$ cat config.mk
export PLATFORM = sky130hd
export DESIGN_NAME = full_xor_unmask
export DESIGN_NICKNAME = d
export VERILOG_FILES = /design/src/rtl/full_xor_pkg.sv /design/src/rtl/lix_reg.sv /design/src/rtl/lix_xor.sv /design/src/rtl/xor_refresh_layer.sv /design/src/rtl/full_xor_unmask.sv
export SDC_FILE = /design/constraint.sdc
export NUM_CORES = 1
export LEC_CHECK = 0
export CORE_AREA = 2 2 265 267
export CTS_CLUSTER_DIAMETER = 200
export DETAILED_ROUTE_END_ITERATION = 10
export DIE_AREA = 0 0 267 269
export PLACE_DENSITY = 0.72
export SYNTH_ARGS = -nofsm -noshare
export SYNTH_HDL_FRONTEND = slang
export SYNTH_SLANG_ARGS = --single-unit
$ cat constraint.sdc
create_clock -name clk -period 1.8 [get_ports clk]
set_input_delay 0.36 -clock clk [delete_from_list [all_inputs] [get_ports clk]]
set_output_delay 0.36 -clock clk [all_outputs]
set_load 0.01 [all_outputs]
$ cat src/rtl/full_xor_pkg.sv
// full_xor_pkg: share-count limits and refresh-schedule helpers for full_xor_unmask
// Contents: MAX_SHARES, f_npairs (pairs in one layer), f_rnd_base (first word of a layer),
//           f_rnd_idx (random word used by the pair whose lower member is share i),
//           f_randnum (random words consumed per beat).
package full_xor_pkg;

    localparam int MAX_SHARES = 16;

    // Share i pairs with i+s when i/s is even and the partner exists.
    function automatic int f_npairs(input int n, input int layer);
        int s;
        int c;
        s = 1 << layer;
        c = 0;
        for (int i = 0; i < MAX_SHARES; i++)
            if (i < n && ((i / s) % 2 == 0) && (i + s < n))
                c++;
        return c;
    endfunction

    function automatic int f_rnd_base(input int n, input int layer);
        int b;
        b = 0;
        for (int l = 0; l < layer; l++)
            b += f_npairs(n, l);
        return b;
    endfunction

    // Within a layer the pairs are numbered in ascending i: s pairs per 2s-wide block.
    function automatic int f_rnd_idx(input int n, input int layer, input int i);
        int s;
        s = 1 << layer;
        return f_rnd_base(n, layer) + (i / (2 * s)) * s + (i % s);
    endfunction

    function automatic int f_randnum(input int n);
        return f_rnd_base(n, $clog2(n));
    endfunction

endpackage

$ cat src/rtl/lix_reg.sv
// lix_reg: enabled register with synchronous active-low reset and synchronous clear
// Ports: clk_i clock; rst_ni reset (priority); clr_i zeroize; en_i load enable; d_i/q_o data.
module lix_reg #(
    parameter int W = 1
)(
    input  logic         clk_i,
    input  logic         rst_ni,
    input  logic         clr_i,
    input  logic         en_i,
    input  logic [W-1:0] d_i,
    output logic [W-1:0] q_o
);
    always_ff @(posedge clk_i) begin
        if (!rst_ni)
            q_o <= '0;
        else if (clr_i)
            q_o <= '0;
        else if (en_i)
            q_o <= d_i;
    end
endmodule

$ cat src/rtl/lix_xor.sv
// lix_xor: bitwise XOR of two words
// Ports: a_i, b_i operands; y_o result.
module lix_xor #(
    parameter int W = 1
)(
    input  logic [W-1:0] a_i,
    input  logic [W-1:0] b_i,
    output logic [W-1:0] y_o
);
    assign y_o = a_i ^ b_i;
endmodule

$ cat src/rtl/xor_refresh_layer.sv
// xor_refresh_layer: one combinational pairwise refresh layer with stride 2^LAYER
// Ports: x_i shares in; rnd_i this layer's random words (pair order); x_o refreshed shares.
module xor_refresh_layer
    import full_xor_pkg::*;
#(
    parameter int  K_WIDTH  = 32,
    parameter int  N_SHARES = 5,
    parameter int  LAYER    = 0,
    localparam int NPAIRS   = f_npairs(N_SHARES, LAYER)
)(
    input  logic [K_WIDTH*N_SHARES-1:0] x_i,
    input  logic [K_WIDTH*NPAIRS-1:0]   rnd_i,
    output logic [K_WIDTH*N_SHARES-1:0] x_o
);
    localparam int S = 1 << LAYER;

    genvar i;
    for (i = 0; i < N_SHARES; i++) begin : g_sh
        // Both members of a pair use the word indexed by the lower member.
        localparam int P = ((i / S) % 2 == 0) ? i : i - S;
        localparam int W = f_rnd_idx(N_SHARES, LAYER, P) - f_rnd_idx(N_SHARES, LAYER, 0);
        if (P + S < N_SHARES) begin : g_pair
            lix_xor #(.W(K_WIDTH)) u_xor (
                .a_i(x_i[i*K_WIDTH +: K_WIDTH]),
                .b_i(rnd_i[W*K_WIDTH +: K_WIDTH]),
                .y_o(x_o[i*K_WIDTH +: K_WIDTH])
            );
        end else begin : g_pass
            assign x_o[i*K_WIDTH +: K_WIDTH] = x_i[i*K_WIDTH +: K_WIDTH];
        end
    end
endmodule

$ cat src/rtl/full_xor_unmask.sv
// full_xor_unmask: pipelined refresh-then-XOR recombiner for Boolean-masked shares
// Ports: clk; rst_n sync active-low reset; ena clock enable; clr zeroize (with ena);
//        i_valid/i_ready/i_x/rnd input beat; o_valid/o_ready/o_z unmasked output.
module full_xor_unmask
    import full_xor_pkg::*;
#(
    parameter int  K_WIDTH    = 32,
    parameter int  N_SHARES   = 5,
    parameter int  REG_LAYERS = 1,
    localparam int LAYERS     = $clog2(N_SHARES),
    localparam int RANDNUM    = f_randnum(N_SHARES)
)(
    input  logic                        clk,
    input  logic                        rst_n,
    input  logic                        ena,
    input  logic                        clr,
    input  logic                        i_valid,
    output logic                        i_ready,
    input  logic [K_WIDTH*N_SHARES-1:0] i_x,
    input  logic [K_WIDTH*RANDNUM-1:0]  rnd,
    output logic                        o_valid,
    input  logic                        o_ready,
    output logic [K_WIDTH-1:0]          o_z
);
    localparam int KN = K_WIDTH * N_SHARES;

    logic              adv;
    logic              wipe;
    logic [KN-1:0]     x_last;
    logic              v_last;
    logic [K_WIDTH-1:0] z_d;

    assign adv     = ena & (~o_valid | o_ready);
    assign wipe    = ena & clr;
    assign i_ready = adv;

    genvar l;
    for (l = 0; l < LAYERS; l++) begin : g_l
        localparam int NP     = f_npairs(N_SHARES, l);
        localparam int RIN    = RANDNUM - f_rnd_idx(N_SHARES, l, 0);
        localparam bit IS_REG = (REG_LAYERS != 0) || (l == LAYERS - 1);
        logic [KN-1:0]          x_in;
        logic [KN-1:0]          x_mix;
        logic [KN-1:0]          x_q;
        logic [K_WIDTH*RIN-1:0] r_in;
        logic                   v_in;
        logic                   v_q;
        if (l == 0) begin : g_src
            assign x_in = i_x;
            assign r_in = rnd;
            assign v_in = i_valid;
        end else begin : g_src
            assign x_in = g_l[l-1].x_q;
            assign r_in = g_l[l-1].g_r.r_q;
            assign v_in = g_l[l-1].v_q;
        end
        // Each layer consumes the low words of the randomness it receives.
        xor_refresh_layer #(.K_WIDTH(K_WIDTH), .N_SHARES(N_SHARES), .LAYER(l)) u_layer (
            .x_i(x_in),
            .rnd_i(r_in[K_WIDTH*NP-1:0]),
            .x_o(x_mix)
        );
        // Words for later layers travel with the beat so every layer uses its own beat's randomness.
        if (l < LAYERS - 1) begin : g_r
            logic [K_WIDTH*(RIN-NP)-1:0] r_q;
            if (IS_REG) begin : g_st
                lix_reg #(.W(K_WIDTH*(RIN-NP))) u_r (
                    .clk_i(clk), .rst_ni(rst_n), .clr_i(wipe), .en_i(adv),
                    .d_i(r_in[K_WIDTH*RIN-1:K_WIDTH*NP]), .q_o(r_q)
                );
            end else begin : g_wire
                assign r_q = r_in[K_WIDTH*RIN-1:K_WIDTH*NP];
            end
        end
        if (IS_REG) begin : g_st
            lix_reg #(.W(KN)) u_x (
                .clk_i(clk), .rst_ni(rst_n), .clr_i(wipe), .en_i(adv), .d_i(x_mix), .q_o(x_q)
            );
            lix_reg #(.W(1)) u_v (
                .clk_i(clk), .rst_ni(rst_n), .clr_i(wipe), .en_i(adv), .d_i(v_in), .q_o(v_q)
            );
        end else begin : g_wire
            assign x_q = x_mix;
            assign v_q = v_in;
        end
    end

    assign x_last = g_l[LAYERS-1].x_q;
    assign v_last = g_l[LAYERS-1].v_q;

    always_comb begin
        z_d = '0;
        for (int j = 0; j < N_SHARES; j++)
            z_d = z_d ^ x_last[j*K_WIDTH +: K_WIDTH];
    end

    // o_z only loads real beats so bubbles leave the last result in place.
    lix_reg #(.W(K_WIDTH)) u_z (
        .clk_i(clk), .rst_ni(rst_n), .clr_i(wipe), .en_i(adv & v_last), .d_i(z_d), .q_o(o_z)
    );
    lix_reg #(.W(1)) u_ov (
        .clk_i(clk), .rst_ni(rst_n), .clr_i(wipe), .en_i(adv), .d_i(v_last), .q_o(o_valid)
    );
endmodule
==> summary.md, run 1 <==
| Metric | Value |
|---|---|
| Status | finished, final reports clean |
| Cell area after layout | 34700 µm² |
| Synth Area in Simple Gates | 12.5% |
| Height of the die | 269 µm |
| Worst slew margin | 63.1% |
| Compound-Gate Fraction of Synth Area | 21.1% |
| Crit start category | flop |
| DRC | 0 |
| Power per cell area | 956 nW/µm² |
| Vias in the first global route | 18800 |
| Mux cell area share after synthesis | 0% |
| Max Cap Viol | 0 |
| XOR/XNOR Fraction of Synth Area | 14.4% |
| I/O pin count | 360 |
| CP Capture Type | primary output |
| Worst Hold Class | input pin to flop |
| Final Hold Slack | 0.304 ns |
| Later-pin clock latency in the skew report | 0.60 ns |
| Clock Sink Count | 644 |
| DR vias/cell | 4.73 |
| Cell count after synthesis | 2856 |
| Worst endpoint required time | 1.44 ns |
| Sequential area share after synthesis | 47.2% |
| Fin. Hold Viols | 0 |
| Filler cells | 6365 |
| Data arrival, critical path | 1.38 ns |
| TritonCTS clock tree | done |
| Num CTS Buffers | 66 |
| Post-layout min period | 1.74 ns |
| Root Buffer | clkbuf_16 |
| Dpl cells | 4086 |
| CTS clk-pin slew, worst paths | 0.06 ns |
| CTS max path bufs | 3 |
| Syn nets | 3182 |
| Die width | 267 µm |
| Starting Density | 39.4% |
| Yosys top cell area share | 47.2% |
| RSZ-0062 raised after global routing | no |
| Final worst path period share | 96.7% |
| Largest net degree at the start of global routing | 64 |
| Synth Warn # | 0 |
| Antenna violations before repair | 9 |
| Grt total ovfl | 0 |
| Max FO, Critical Path | 11 |
| CP Class | flop to primary output |
| Hold path cells | 3 |
| Max Freq | 574 MHz |
| H-tree depth | 3 |
| Via count | 19900 |
| Worst VDD drop | 0.000683 V |
| Wire per inst | 16.3 µm |
| Layout cell share with drive strength beyond 1 | 17.5% |
| Clk_skew | 0.0239 ns |
| Detailed router's first-iteration violation count | 1267 |
| Multi-input logic area | 13100 µm² |
| Final Max Slew Viols | 0 |
| First-pass GRT wire length | 106 mm |
| Syn Area/Cell | 9.56 µm² |
| Die Area | 71800 µm² |
| Post-DRT Antenna Nets | 0 |
| Least-Margin Pin Slew | 0.549 ns |
| Largest family of logic cells by synthesized area | compound AO/OA/AOI/OAI gates |
| P_leak | 11.9 nW |
| Drt pass-1 iters | 6 |
| Placed Area | 32600 µm² |
| Worst r2r path cells | 8 |
| CORE AREA | 69300 µm² |
| Gr usage total | 18.7% |
| Final setup violating endpoints | 0 |
| HPWL after DPL | 50.1 mm |
| Cell area after synthesis | 27300 µm² |
| CTS Hold Bufs | 0 |
| Routability Congestion | 0.779 |
| Adder-cell share of the synthesized area | 0% |
| Library cells used by synthesis | 19 |
| Nets | 3548 |
| Ranking of synthesized cells by area | dfxtp_1 47%, a211oi_2 15%, xnor2_1 13%, nand2_1 8.1%, a21oi_1 5.4% |
| P&R area growth vs syn | 27.1% |
| Number of port buffers | 359 |
| #FFs+latches synth | 644 |
| Final instance count without filler cells | 4211 |
| Drt total wl | 68.6 mm |
| Dominant cell type by area after synthesis | dfxtp_1 |
| Reg area | 12900 µm² |
| Std-Cell Rows | 97 |
-- cells in the mapped netlist, drive strengths merged --
| cell type | n |
|---|---|
| o2bb2ai | 32 |
| nand2b | 1 |
| a211oi | 320 |
| a21o | 1 |
| xnor2 | 416 |
| xor2 | 32 |
| nor2 | 320 |
| a21boi | 1 |
| clkbuf | 6 |
| a21oi | 292 |
| nand2 | 587 |
| dfxtp | 644 |
| buf | 202 |
| nand4b | 1 |
| inv | 1 |
-- what timing repair did --
| action | 4_1_cts | 5_1_grt |
|---|---|---|
| buffers inserted | 0 | 8 |
| endpoints found under the setup margin | 34 | 1 |
| gates cloned | 0 | 1 |
| resized for setup | 35 | 4 |
-- layer usage --
metal  vias to the layer above  part of all wire, %  global-route usage (%)  routed length [µm]
li1                      10200                    -                       -                   -
met1                      9223                   54                    29.5               37000
met2                       376                   40                    25.3               27400
met3                        86                  4.4                    3.25                3000
met4                        12                  1.7                    5.44                1170
met5                         -                 0.12                       0                  79
-- cell usage in the layout, fill, tap and decap left out, drive strengths merged, types with 3 or more instances in the layout --
cell type / instances
a211oi: 320
a21oi: 292
buf: 147
bufinv: 3
clkbuf: 92
clkdlybuf4s50: 325
clkinv: 16
dfxtp: 644
diode: 3
dlygate4sd2: 33
inv: 4
nand2: 587
nor2: 320
o2bb2ai: 32
xnor2: 416
xor2: 32
-- kinds of logic (layout without fill, tap and decap cells) --
group / Yosys count / in the layout
AND/OR/NAND/NOR: 909 / 909
AO/OA/AOI/OAI: 646 / 646
flip-flops: 644 / 644
XOR/XNOR: 448 / 448
buffers and inverters: 209 / 621
other: 0 / 3
-- path summary, 6_finish.rpt --
path	start	end	slack, ns
setup / recovery	u_ov.q_o	i_ready	0.06
hold / removal	rnd[129]	g_l[0].g_r.g_st.u_r.q_o[65]	0.30
setup reg to reg	u_ov.q_o	g_l[1].g_st.u_x.q_o[45]	0.22
hold reg to reg	g_l[1].g_st.u_x.q_o[47]	g_l[2].g_st.u_x.q_o[47]	0.45
-- worst max-delay path: stages (launching register included) --
cell and delay [ns]:
dfxtp_4 0.36, nand2b_4 0.08, nand2_8 0.12, clkinv_16 0.08
buf_12 0.13
-- through the flow --
stage	worst slack [ns]	utilization (%)	TNS, ns	total power (W)
after floorplan	0.351	-	0	0.0183
after global placement	-0.246	47.0	-114.58	0.0201
after detailed placement	-0.286	47.0	-122.38	0.0201
after CTS	-0.154	50.0	-0.154	0.0335
after global routing	0.0145	50.1	0	0.0345
final	0.0586	50.1	0	0.0332
-- cell type report --
cell class                      count  area share (%)
Clock buffer                       92            5.33
Inverter                            1          0.0866
Clock inverter                     22           0.682
Timing Repair Buffer              505            15.4
Antenna cell                        3          0.0216
Multi-Input combinational cell   2003            37.9
Timing Repair inverter              1          0.0325
Sequential cell                   644            37.2
Tap cell                          940            3.39
-- flip-flops by register name, summed over array words and instances, names as in the netlist --
register,count
g_l.g_r.g_st.u_r.q_o,128
g_l.g_st.u_v.q_o,3
g_l.g_st.u_x.q_o,480
u_ov.q_o,1
u_z.q_o,32
-- power by group --
group	internal [W]	switching (W)	leakage, nW
Clock	0.00765	0.00567	1.03
Sequential	0.0149	0.000483	5.27
Combinational	0.00219	0.00227	5.65
(Power assumes the default switching activity.)
==> run 2: changes to the inputs <==
--- a/config.mk
+++ b/config.mk
@@ -5,10 +5,12 @@
 export SDC_FILE = /design/constraint.sdc
 export NUM_CORES = 1
 export LEC_CHECK = 0
+export ABC_CLOCK_PERIOD_IN_PS = 1800
 export CORE_AREA = 2 2 265 267
 export CTS_CLUSTER_DIAMETER = 200
 export DETAILED_ROUTE_END_ITERATION = 10
 export DIE_AREA = 0 0 267 269
+export HOLD_SLACK_MARGIN = 0.05
 export PLACE_DENSITY = 0.72
 export SYNTH_ARGS = -nofsm -noshare
 export SYNTH_HDL_FRONTEND = slang
==> results of run 2 <==
No change in the layout: final DEF, timing and power equal those of run 1.
